**src/rtl/mem_bus_pkg.sv**
```systemverilog
// Shared types and constants for the memory bus arbiter.
package mem_bus_pkg;

    localparam int unsigned ADDR_W_DEF = 32;
    localparam int unsigned DATA_W_DEF = 32;

    // Byte enables driven for fetches (no write).
    localparam logic [3:0] WEN_NONE = 4'b0000;

    typedef enum logic [2:0] {
        StIdle,
        StIAddr,
        StIData,
        StDAddr,
        StDData,
        StResp
    } arb_state_e;

endpackage

```
**src/rtl/mem_bus_arbiter_if.sv**
```systemverilog
// Bundles the fetch, data and memory-side signals of the arbiter.
// slave: arbiter view. master: requester/memory (environment) view.
interface mem_bus_arbiter_if
    import mem_bus_pkg::*;
#(
    parameter int unsigned ADDR_W = ADDR_W_DEF,
    parameter int unsigned DATA_W = DATA_W_DEF
) ();

    logic              inst_req;
    logic [ADDR_W-1:0] inst_addr;
    logic [DATA_W-1:0] inst_rdata;
    logic              inst_ready;
    logic              inst_stall;
    logic              inst_flush;

    logic              data_req;
    logic              data_wr;
    logic [3:0]        data_wen;
    logic [ADDR_W-1:0] data_addr;
    logic [DATA_W-1:0] data_wdata;
    logic [DATA_W-1:0] data_rdata;
    logic              data_ready;
    logic              data_stall;

    logic              mem_req;
    logic              mem_wr;
    logic [3:0]        mem_wen;
    logic [ADDR_W-1:0] mem_addr;
    logic [DATA_W-1:0] mem_wdata;
    logic              mem_addr_ok;
    logic              mem_data_ok;
    logic [DATA_W-1:0] mem_rdata;

    logic [31:0]       inst_wait_cnt;
    logic [31:0]       data_wait_cnt;

    modport slave (
        input  inst_req, inst_addr, inst_flush,
        input  data_req, data_wr, data_wen, data_addr, data_wdata,
        input  mem_addr_ok, mem_data_ok, mem_rdata,
        output inst_rdata, inst_ready, inst_stall,
        output data_rdata, data_ready, data_stall,
        output mem_req, mem_wr, mem_wen, mem_addr, mem_wdata,
        output inst_wait_cnt, data_wait_cnt
    );

    modport master (
        output inst_req, inst_addr, inst_flush,
        output data_req, data_wr, data_wen, data_addr, data_wdata,
        output mem_addr_ok, mem_data_ok, mem_rdata,
        input  inst_rdata, inst_ready, inst_stall,
        input  data_rdata, data_ready, data_stall,
        input  mem_req, mem_wr, mem_wen, mem_addr, mem_wdata,
        input  inst_wait_cnt, data_wait_cnt
    );

endinterface

```
**src/rtl/mem_bus_perf_cnt.sv**
```systemverilog
// Free-running stall-cycle counters; wrap at 2^32.
module mem_bus_perf_cnt (
    input  logic        clk_i,
    input  logic        rst_ni,
    input  logic        inst_stall_i,
    input  logic        data_stall_i,
    output logic [31:0] inst_cnt_o,
    output logic [31:0] data_cnt_o
);

    logic [31:0] inst_cnt_q, inst_cnt_d;
    logic [31:0] data_cnt_q, data_cnt_d;

    // Next count: add one per stalled cycle.
    always_comb begin
        inst_cnt_d = inst_cnt_q + {31'b0, inst_stall_i};
        data_cnt_d = data_cnt_q + {31'b0, data_stall_i};
    end

    // Counter registers.
    always_ff @(posedge clk_i or negedge rst_ni) begin
        if (!rst_ni) begin
            inst_cnt_q <= '0;
            data_cnt_q <= '0;
        end else begin
            inst_cnt_q <= inst_cnt_d;
            data_cnt_q <= data_cnt_d;
        end
    end

    assign inst_cnt_o = inst_cnt_q;
    assign data_cnt_o = data_cnt_q;

endmodule

```
**src/rtl/mem_bus_arbiter.sv**
```systemverilog
// Arbitrates one SRAM-like port between instruction fetch and data access.
// Data wins unless fetch has waited through DATA_STREAK_MAX data grants.
// Optional stall counters: define MEM_BUS_ARBITER_PERF_CNT_EN.
module mem_bus_arbiter
    import mem_bus_pkg::*;
#(
    parameter int unsigned ADDR_W          = ADDR_W_DEF,
    parameter int unsigned DATA_W          = DATA_W_DEF,
    parameter int unsigned DATA_STREAK_MAX = 2
) (
    input  logic             clk,
    input  logic             rst,
    mem_bus_arbiter_if.slave bus
);

    localparam int unsigned StreakW =
        (DATA_STREAK_MAX > 0) ? $clog2(DATA_STREAK_MAX + 1) : 1;
    localparam logic [StreakW-1:0] StreakMax = StreakW'(DATA_STREAK_MAX);

    arb_state_e        state_q, state_d;
    logic [StreakW-1:0] streak_q, streak_d;
    logic              discard_q, discard_d;
    logic              wr_q, wr_d;
    logic [3:0]        wen_q, wen_d;
    logic [ADDR_W-1:0] addr_q, addr_d;
    logic [DATA_W-1:0] wdata_q, wdata_d;
    logic              mem_req_q, mem_req_d;
    logic              inst_ready_q, inst_ready_d;
    logic              data_ready_q, data_ready_d;
    logic [DATA_W-1:0] inst_rdata_q, inst_rdata_d;
    logic [DATA_W-1:0] data_rdata_q, data_rdata_d;

    logic in_addr, in_data, fetch_own, done;
    logic inst_stall, data_stall;

    // Next-state, request latching and completion handling.
    always_comb begin
        state_d      = state_q;
        streak_d     = streak_q;
        discard_d    = discard_q;
        wr_d         = wr_q;
        wen_d        = wen_q;
        addr_d       = addr_q;
        wdata_d      = wdata_q;
        inst_ready_d = 1'b0;
        data_ready_d = 1'b0;
        inst_rdata_d = inst_rdata_q;
        data_rdata_d = data_rdata_q;

        in_addr   = (state_q == StIAddr) || (state_q == StDAddr);
        in_data   = (state_q == StIData) || (state_q == StDData);
        fetch_own = (state_q == StIAddr) || (state_q == StIData);
        done      = (in_addr && bus.mem_addr_ok && bus.mem_data_ok) ||
                    (in_data && bus.mem_data_ok);

        unique case (state_q)
            StIdle: begin
                if (bus.data_req && (!bus.inst_req || (streak_q < StreakMax))) begin
                    state_d  = StDAddr;
                    wr_d     = bus.data_wr;
                    wen_d    = bus.data_wen;
                    addr_d   = bus.data_addr;
                    wdata_d  = bus.data_wdata;
                    streak_d = bus.inst_req ? streak_q + StreakW'(1) : '0;
                end else if (bus.inst_req) begin
                    state_d  = StIAddr;
                    wr_d     = 1'b0;
                    wen_d    = WEN_NONE;
                    addr_d   = bus.inst_addr;
                    wdata_d  = '0;
                    streak_d = '0;
                end
            end
            StIAddr, StDAddr: begin
                if (bus.mem_addr_ok) begin
                    if (bus.mem_data_ok) begin
                        state_d = StResp;
                    end else begin
                        state_d = (state_q == StIAddr) ? StIData : StDData;
                    end
                end
            end
            StIData, StDData: begin
                if (bus.mem_data_ok) begin
                    state_d = StResp;
                end
            end
            StResp: begin
                state_d   = StIdle;
                discard_d = 1'b0;
            end
            default: state_d = StIdle;
        endcase

        // A flush landing on the completing cycle still drops the fetch.
        if (fetch_own && bus.inst_flush) begin
            discard_d = 1'b1;
        end

        if (done) begin
            if (fetch_own) begin
                if (!discard_d) begin
                    inst_ready_d = 1'b1;
                    inst_rdata_d = bus.mem_rdata;
                end
            end else begin
                data_ready_d = 1'b1;
                if (!wr_q) begin
                    data_rdata_d = bus.mem_rdata;
                end
            end
        end

        mem_req_d = (state_d == StIAddr) || (state_d == StDAddr);
    end

    // FSM state and registered outputs.
    always_ff @(posedge clk or negedge rst) begin
        if (!rst) begin
            state_q      <= StIdle;
            streak_q     <= '0;
            discard_q    <= 1'b0;
            wr_q         <= 1'b0;
            wen_q        <= WEN_NONE;
            addr_q       <= '0;
            wdata_q      <= '0;
            mem_req_q    <= 1'b0;
            inst_ready_q <= 1'b0;
            data_ready_q <= 1'b0;
            inst_rdata_q <= '0;
            data_rdata_q <= '0;
        end else begin
            state_q      <= state_d;
            streak_q     <= streak_d;
            discard_q    <= discard_d;
            wr_q         <= wr_d;
            wen_q        <= wen_d;
            addr_q       <= addr_d;
            wdata_q      <= wdata_d;
            mem_req_q    <= mem_req_d;
            inst_ready_q <= inst_ready_d;
            data_ready_q <= data_ready_d;
            inst_rdata_q <= inst_rdata_d;
            data_rdata_q <= data_rdata_d;
        end
    end

    assign inst_stall = bus.inst_req & ~inst_ready_q;
    assign data_stall = bus.data_req & ~data_ready_q;

    assign bus.inst_stall = inst_stall;
    assign bus.data_stall = data_stall;
    assign bus.inst_ready = inst_ready_q;
    assign bus.data_ready = data_ready_q;
    assign bus.inst_rdata = inst_rdata_q;
    assign bus.data_rdata = data_rdata_q;
    assign bus.mem_req    = mem_req_q;
    assign bus.mem_wr     = wr_q;
    assign bus.mem_wen    = wen_q;
    assign bus.mem_addr   = addr_q;
    assign bus.mem_wdata  = wdata_q;

`ifdef MEM_BUS_ARBITER_PERF_CNT_EN
    logic [31:0] inst_cnt, data_cnt;

    mem_bus_perf_cnt u_perf_cnt (
        .clk_i        (clk),
        .rst_ni       (rst),
        .inst_stall_i (inst_stall),
        .data_stall_i (data_stall),
        .inst_cnt_o   (inst_cnt),
        .data_cnt_o   (data_cnt)
    );

    assign bus.inst_wait_cnt = inst_cnt;
    assign bus.data_wait_cnt = data_cnt;
`else
    assign bus.inst_wait_cnt = '0;
    assign bus.data_wait_cnt = '0;
`endif

endmodule

```
**src/flat_wrapper.sv**
```systemverilog
// flat-port wrapper written by rule: the top's interface ports become plain ports
module mem_bus_arbiter_flat import mem_bus_pkg::*;
#(
    parameter int unsigned ADDR_W          = ADDR_W_DEF,
    parameter int unsigned DATA_W          = DATA_W_DEF,
    parameter int unsigned DATA_STREAK_MAX = 2
)
  (clk, rst, bus_inst_req, bus_inst_addr, bus_inst_flush, bus_data_req, bus_data_wr, bus_data_wen, bus_data_addr, bus_data_wdata, bus_mem_addr_ok, bus_mem_data_ok, bus_mem_rdata, bus_inst_rdata, bus_inst_ready, bus_inst_stall, bus_data_rdata, bus_data_ready, bus_data_stall, bus_mem_req, bus_mem_wr, bus_mem_wen, bus_mem_addr, bus_mem_wdata, bus_inst_wait_cnt, bus_data_wait_cnt);
  mem_bus_arbiter_if #(.ADDR_W(ADDR_W), .DATA_W(DATA_W)) bus_i ();
  input  logic clk;
  input  logic rst;
  input wire logic [$bits(bus_i.inst_req)-1:0] bus_inst_req;
  input wire logic [$bits(bus_i.inst_addr)-1:0] bus_inst_addr;
  input wire logic [$bits(bus_i.inst_flush)-1:0] bus_inst_flush;
  input wire logic [$bits(bus_i.data_req)-1:0] bus_data_req;
  input wire logic [$bits(bus_i.data_wr)-1:0] bus_data_wr;
  input wire logic [$bits(bus_i.data_wen)-1:0] bus_data_wen;
  input wire logic [$bits(bus_i.data_addr)-1:0] bus_data_addr;
  input wire logic [$bits(bus_i.data_wdata)-1:0] bus_data_wdata;
  input wire logic [$bits(bus_i.mem_addr_ok)-1:0] bus_mem_addr_ok;
  input wire logic [$bits(bus_i.mem_data_ok)-1:0] bus_mem_data_ok;
  input wire logic [$bits(bus_i.mem_rdata)-1:0] bus_mem_rdata;
  output wire logic [$bits(bus_i.inst_rdata)-1:0] bus_inst_rdata;
  output wire logic [$bits(bus_i.inst_ready)-1:0] bus_inst_ready;
  output wire logic [$bits(bus_i.inst_stall)-1:0] bus_inst_stall;
  output wire logic [$bits(bus_i.data_rdata)-1:0] bus_data_rdata;
  output wire logic [$bits(bus_i.data_ready)-1:0] bus_data_ready;
  output wire logic [$bits(bus_i.data_stall)-1:0] bus_data_stall;
  output wire logic [$bits(bus_i.mem_req)-1:0] bus_mem_req;
  output wire logic [$bits(bus_i.mem_wr)-1:0] bus_mem_wr;
  output wire logic [$bits(bus_i.mem_wen)-1:0] bus_mem_wen;
  output wire logic [$bits(bus_i.mem_addr)-1:0] bus_mem_addr;
  output wire logic [$bits(bus_i.mem_wdata)-1:0] bus_mem_wdata;
  output wire logic [$bits(bus_i.inst_wait_cnt)-1:0] bus_inst_wait_cnt;
  output wire logic [$bits(bus_i.data_wait_cnt)-1:0] bus_data_wait_cnt;
  assign bus_i.inst_req = bus_inst_req;
  assign bus_i.inst_addr = bus_inst_addr;
  assign bus_i.inst_flush = bus_inst_flush;
  assign bus_i.data_req = bus_data_req;
  assign bus_i.data_wr = bus_data_wr;
  assign bus_i.data_wen = bus_data_wen;
  assign bus_i.data_addr = bus_data_addr;
  assign bus_i.data_wdata = bus_data_wdata;
  assign bus_i.mem_addr_ok = bus_mem_addr_ok;
  assign bus_i.mem_data_ok = bus_mem_data_ok;
  assign bus_i.mem_rdata = bus_mem_rdata;
  assign bus_inst_rdata = bus_i.inst_rdata;
  assign bus_inst_ready = bus_i.inst_ready;
  assign bus_inst_stall = bus_i.inst_stall;
  assign bus_data_rdata = bus_i.data_rdata;
  assign bus_data_ready = bus_i.data_ready;
  assign bus_data_stall = bus_i.data_stall;
  assign bus_mem_req = bus_i.mem_req;
  assign bus_mem_wr = bus_i.mem_wr;
  assign bus_mem_wen = bus_i.mem_wen;
  assign bus_mem_addr = bus_i.mem_addr;
  assign bus_mem_wdata = bus_i.mem_wdata;
  assign bus_inst_wait_cnt = bus_i.inst_wait_cnt;
  assign bus_data_wait_cnt = bus_i.data_wait_cnt;
  mem_bus_arbiter #(.ADDR_W(ADDR_W), .DATA_W(DATA_W), .DATA_STREAK_MAX(DATA_STREAK_MAX)) u_core (.clk(clk), .rst(rst), .bus(bus_i));
endmodule
```
**config.mk**
```make
export PLATFORM = sky130hd
export DESIGN_NAME = mem_bus_arbiter_flat
export DESIGN_NICKNAME = d
export VERILOG_FILES = /design/src/rtl/mem_bus_pkg.sv /design/src/rtl/mem_bus_arbiter_if.sv /design/src/rtl/mem_bus_perf_cnt.sv /design/src/rtl/mem_bus_arbiter.sv /design/src/flat_wrapper.sv
export SDC_FILE = /design/constraint.sdc
export NUM_CORES = 1
export LEC_CHECK = 0
export CORE_AREA = 2 2 134 136
export DETAILED_ROUTE_END_ITERATION = 8
export DIE_AREA = 0 0 136 138
export DONT_BUFFER_PORTS = 1
export GPL_TIMING_DRIVEN = 0
export PLACE_DENSITY_LB_ADDON = 0.25
export SETUP_SLACK_MARGIN = 0.15
export SLEW_MARGIN = 10
export SYNTH_ARGS = -nofsm -noshare
export SYNTH_HDL_FRONTEND = slang
export SYNTH_SLANG_ARGS = --single-unit
```
**constraint.sdc**
```tcl
create_clock -name clk -period 2.85 [get_ports clk]
set_clock_uncertainty 0.1 [all_clocks]
set_input_delay 0.4275 -clock clk [delete_from_list [all_inputs] [get_ports clk]]
set_output_delay 0.4275 -clock clk [all_outputs]
set_load 0.01 [all_outputs]
```
### Word-level counts from Yosys, hierarchy flattened

Cells that the tools add are included.

| operators by class | value |
|---|---|
| add/sub/neg operators | 1 |
| order comparisons | 1 |
| equality and inequality tests | 7 |
| muxes and demuxes | 25 |
| bitwise operators | 7 |
| reductions and logical operators | 19 |

Operators by type and width:

| kind | number |
|---|---|
| 2-to-1 mux 32 bit | 4 |
| 2-to-1 mux 3 bit | 6 |
| == test 3 x 2 -> 1 bit (second input constant) | 3 |
| 2-to-1 mux 1 bit | 9 |
| case mux 3 bit (3 select lines) | 1 |
| 2-to-1 mux 4 bit | 2 |
| == test 3 x 1 -> 1 bit (second input constant) | 2 |
| == test 3 bit (second input constant) | 2 |
| logical OR 1 bit | 6 |
| 2-to-1 mux 2 bit | 3 |
| AND reduction 3 bit | 2 |
| logical AND 1 bit | 5 |
| NOT 1 bit | 5 |
| OR reduction 2 bit | 2 |
| logical NOT 3 bit | 1 |
| adder 2 x 1 -> 2 bit (second input constant) | 1 |
| bitwise AND 1 bit | 2 |
| less-than comparator 2 bit (second input constant) | 1 |
| AND reduction 2 bit | 1 |
| nonzero test 2 bit | 1 |
| logical NOT 1 bit | 1 |

| word-level totals | value |
|---|---|
| flip-flop bits (word level) | 142 |
| input bits | 140 |
| output and inout bits | 202 |
| word-level logic and storage cells | 72 |

### Logic depth before layout (Yosys ltp)

| depth | value |
|---|---|
| depth after elaboration | 7 |
| depth in mapped cells | 7 |
| depth with buffers taken out | 4 |

### Worst setup path before layout

OpenSTA, ideal clock, no wires.

| path | value |
|---|---|
| path kind | register to register |
| start point | reg u_core.state_q[0] |
| end point | reg u_core.data_rdata_q[10] (netlist: u_core.bus.data_rdata[10]) |
| arrival time | 1.618 ns |
| required time | 2.625 ns |
| slack | 1.007 ns |
| cell stages (with the launch flop) | 7 |
| path through | dfrtp_1 or3b_1 a21boi_2 nor2b_1 buf_4 buf_6 mux2_2 |

| on the way | value |
|---|---|
| longest elaborated chain between the ends | 6 |
| elaborated cells between the ends (all ways) | 13 |

RTL lines:

| item | line | RTL |
|---|---|---|
| start: declaration | mem_bus_arbiter.sv:20 | `arb_state_e state_q, state_d;` |
| start signal: assignment | mem_bus_arbiter.sv:120 | `state_q <= StIdle;` |
| start signal: assignment | mem_bus_arbiter.sv:133 | `state_q <= state_d;` |
| == test 3 x 1 -> 1 bit / == test 3 x 2 -> 1 bit (equally long branches) | mem_bus_arbiter.sv:50, mem_bus_arbiter.sv:52 |  |
| logical OR 1 bit | mem_bus_arbiter.sv:50 | `in_addr = (state_q == StIAddr) \|\| (state_q == StDAddr);` |
| logical AND 1 bit (2 in a row) | mem_bus_arbiter.sv:53 | `done = (in_addr && bus.mem_addr_ok && bus.mem_data_ok) \|\|` |
| logical OR 1 bit | mem_bus_arbiter.sv:53 |  |
| AND reduction 3 bit (no source line) * | -- |  |
| end signal: assignment | mem_bus_arbiter.sv:144 | `data_rdata_q <= data_rdata_d;` |
| end: declaration | mem_bus_arbiter.sv:31 | `logic [DATA_W-1:0] data_rdata_q, data_rdata_d;` |

Every way passes the cells marked *; elsewhere a longest branch is shown, timed or not.
A chain may end at the register's enable or synchronous reset.

### Final worst setup path

| path | value |
|---|---|
| start point | reg u_core.state_q[0] |
| end point | reg u_core.wen_q[3] (netlist: u_core.bus.mem_wen[3]) |

| on the way | value |
|---|---|
| longest elaborated chain between the ends | 2 |

RTL lines:

| item | line | RTL |
|---|---|---|
| logical NOT 3 bit | mem_bus_arbiter.sv:56 | `unique case (state_q)` |
| AND reduction 2 bit (no source line) | -- |  |
| end signal: assignment | mem_bus_arbiter.sv:137 | `wen_q <= wen_d;` |
| end: declaration | mem_bus_arbiter.sv:24 | `logic [3:0] wen_q, wen_d;` |

No other way between the ends.

==> results.json <==
{
  "grt_max_degree": 143,
  "clock-sinks": 142,
  "period_minus_slack_ns": 2.15,
  "synthMuxAreaShare_pct": 17.5,
  "coreArea_mm2": 0.0175,
  "fin_nets": 778,
  "tns_ns": 0,
  "holdWs_ns": -0.393,
  "initial_core_util_pct": 36.4,
  "rrSetupSlack_ns": 0.70,
  "rsz0062_at_grt": "false",
  "worst_pin_slew_ns": 0.709,
  "p_per_area_mw_per_mm2": 1120,
  "outcome": "complete, but fails checks",
  "period_share_pct": 75.5,
  "met2_length_um": 7860,
  "critPathLaunchType": "flip-flop",
  "r2r-start": "u_core.state_q[0]$_DFF_PN0_",
  "n_fill_cell": 1692,
  "synth_cell_type_count": 33,
  "hold_class": "in -> async",
  "path_max_fanout": 10,
  "num_vias": 4043,
  "first_global_vias": 4218,
  "crit_start": "u_core.state_q[0]$_DFF_PN0_",
  "gp_congestion": 0.797,
  "drv_cap": 0,
  "slew_headroom_pct": 52.5,
  "die_x_um": 136,
  "crit_arrival_ns": 2.41,
  "leakage_nw": 3.80,
  "ys_ff_latch": 142,
  "wl_per_cell_um": 17.9,
  "r2r_cells": 7,
  "grt_use_total_pct": 16.7,
  "hpwl_um": 11800,
  "final_area_mm2": 0.00750,
  "drive_above_1_share_pct": 24.9,
  "seq_area_frac_synth_pct": 55.6,
  "cts.path.max_buffers": 2,
  "synth_compound_area_share_pct": 5.05,
  "violations": "hold timing",
  "htree_levels": 4,
  "endpoint_kind": "flip-flop",
  "synth_ff_type": "dfrtp_1",
  "register_area_mm2": 0.00355,
  "totalWireLength_um": 15700,
  "crit_path_top_delay_cell": "clkbuf_1",
  "slew_violations": 0,
  "drtAntennaViolNets": 0,
  "dr_wl_met3_um": 1770,
  "met1Wirelength_um": 5820,
  "cts_resized": 0,
  "grt_pass1_wl_um": 23900,
  "clkTransAtPathRegs_ns": 0.06,
  "finalNonFillerCells": 880,
  "drc": 0,
  "path_cells": "buf_2 > nor3_1 > o21ai_1 > buf_2 > clkbuf_1 > nand2_1 > nand2_1",
  "cts_tree": "done",
  "dp.cells": 848,
  "endpoint": "u_core.bus.mem_wen[3]$_DFFE_PN0P_",
  "synth_cells": 556,
  "io_pins": 342,
  "numCtsBuffers": 17,
  "synth_edf_count": 0,
  "rows": 49,
  "viasPerCell": 4.59,
  "post_cts_buffers": 0,
  "clock.fmax_mhz": 465,
  "place_area_mm2": 0.00691,
  "n_antenna_cell": 0,
  "first_pass_iters": 4,
  "r2r_end": "u_core.bus.mem_wen[3]$_DFFE_PN0P_",
  "clk_latency_ns": 0.42,
  "synthSimpleGateAreaFrac_pct": 11.1,
  "ys_async_sr_fraction_pct": 100,
  "overflow": 0,
  "top_layer_used": "met4",
  "fp.dieH_um": 138,
  "avgSynthCellArea_um2": 11.5,
  "synth_area_mm2": 0.00639,
  "port_buffers": 0,
  "critPathMaxStageDelay_ns": 0.49,
  "synth_top_family_by_area": "multiplexers",
  "synth-xor-area-share_pct": 0,
  "hold_violations": 142,
  "crit_type": "reg -> reg",
  "clock_tree.root_cell": "clkbuf_16",
  "areaGrowthSynthToFinish_pct": 17.4,
  "multi_input_area_mm2": 0.00239,
  "setup_viol_count_final": 0,
  "ir_drop_mv": 0.452,
  "antenna_found_initial": 0,
  "drt_iter0_drc": 134,
  "synth_fa_ha_area_share_pct": 0,
  "ys_warn_count": 0,
  "required_ns": 3.11,
  "die_area_mm2": 0.0188
}
==> cell type report <==
cell class | instances | share of cell area [%]
Multi-Input combinational cell | 376 | 31.9
Inverter | 5 | 0.250
Sequential cell | 142 | 47.3
Clock inverter | 13 | 1.83
Buffer | 96 | 8.85
Tap cell | 229 | 3.82
Clock buffer | 19 | 6.04
==> worst max-delay path, delay by kind of cell (launching register included) <==
| family | cells | cell delay, ns |
|---|---|---|
| AO/OA/AOI/OAI | 1 | 0.28 |
| buffers and inverters | 3 | 1.03 |
| flip-flops | 1 | 0.38 |
| AND/OR/NAND/NOR | 3 | 0.31 |
==> sequential cells by signal (all words and copies together), names as in the netlist <==
register               cells
u_core.bus.inst_ready      1
u_core.bus.mem_addr       32
u_core.discard_q           1
u_core.bus.mem_req         1
u_core.bus.data_rdata     32
u_core.bus.mem_wdata      32
u_core.state_q             3
u_core.streak_q            2
u_core.bus.mem_wen         4
u_core.bus.data_ready      1
u_core.bus.mem_wr          1
u_core.bus.inst_rdata     32
==> layer usage <==
metal	track usage, %	up-vias
li1	-	1895
met1	18.5	1906
met2	28.6	222
met3	7.08	20
met4	5.92	0
met5	0	-
==> report_power, final <==
part / internal, W / leakage (nW) / switching [W]
logic: 0.000984 / 1.75 / 0.00105
clock network: 0.00134 / 0.286 / 0.000865
registers: 0.00299 / 1.77 / 0.00118
==> worst min path at each step <==
| stage | start | to | depth (start not counted) |
|---|---|---|---|
| CTS | rst | u_core.bus.data_rdata[10]$_DFFE_PN0P_ | 0 |
| floorplan | rst | u_core.bus.data_rdata[0]$_DFFE_PN0P_ | 0 |
| detailed placement | rst | u_core.bus.data_rdata[10]$_DFFE_PN0P_ | 0 |
| finish | rst | u_core.bus.inst_rdata[10]$_DFFE_PN0P_ | 0 |
| global route | rst | u_core.bus.inst_rdata[10]$_DFFE_PN0P_ | 0 |
| global placement | rst | u_core.bus.data_rdata[6]$_DFFE_PN0P_ | 0 |
==> synthesized netlist by cell type, types with 2 or more instances <==
| cell | n | area [µm²] |
|---|---|---|
| o21a_1 | 2 | 15.0 |
| nand2b_1 | 3 | 18.8 |
| mux2_4 | 20 | 300 |
| clkbuf_1 | 15 | 56.3 |
| mux2i_1 | 32 | 320 |
| o21ai_0 | 36 | 180 |
| a21boi_2 | 2 | 22.5 |
| mux2_1 | 21 | 236 |
| mux2_2 | 23 | 259 |
| buf_4 | 66 | 495 |
| buf_2 | 9 | 45.0 |
| a21oi_1 | 2 | 10.0 |
| nand2_1 | 109 | 409 |
| nor2b_1 | 3 | 18.8 |
| o21ai_1 | 2 | 10.0 |
| nand4b_1 | 2 | 17.5 |
| buf_6 | 6 | 67.6 |
| dfrtp_1 | 142 | 3550 |
| a211oi_1 | 2 | 15.0 |
| nand3_1 | 37 | 185 |
| inv_1 | 5 | 18.8 |
| nor2_1 | 6 | 22.5 |
==> cells by family (layout without fill, tap and decap cells) <==
group / after synthesis / after routing
AOI/OAI and AO/OA: 51 / 51
buffers and inverters: 101 / 133
DFF: 142 / 142
muxes: 96 / 96
other: 1 / 64
and+or+nand+nor: 165 / 165
==> placed cells by master (no fill, tap or decap), types with 20 or more instances in the layout <==
cell type  Yosys  routed
conb_1         1      64
mux2_1        21      21
mux2_2        23      23
dfrtp_1      142     142
mux2i_1       32      32
o21ai_0       36      36
mux2_4        20      20
nand3_1       37      37
buf_4         66      66
nand2_1      109     109
==> per-stage QoR <==
stage | total power (W) | util [%] | worst slack (ns) | hold slack [ns]
after detailed placement | 0.00629 | 39.4 | 0.594 | 0.0348
after CTS | 0.00854 | 42.8 | 0.593 | -0.420
after global placement | 0.00617 | 39.4 | 0.616 | 0.0350
after global routing | 0.00899 | 42.8 | 0.390 | -0.428
final | 0.00840 | 42.8 | 0.699 | -0.393
after floorplan | 0.00562 | - | 1.01 | 0.0319
Note: power is estimated with default switching activity, not from simulation.
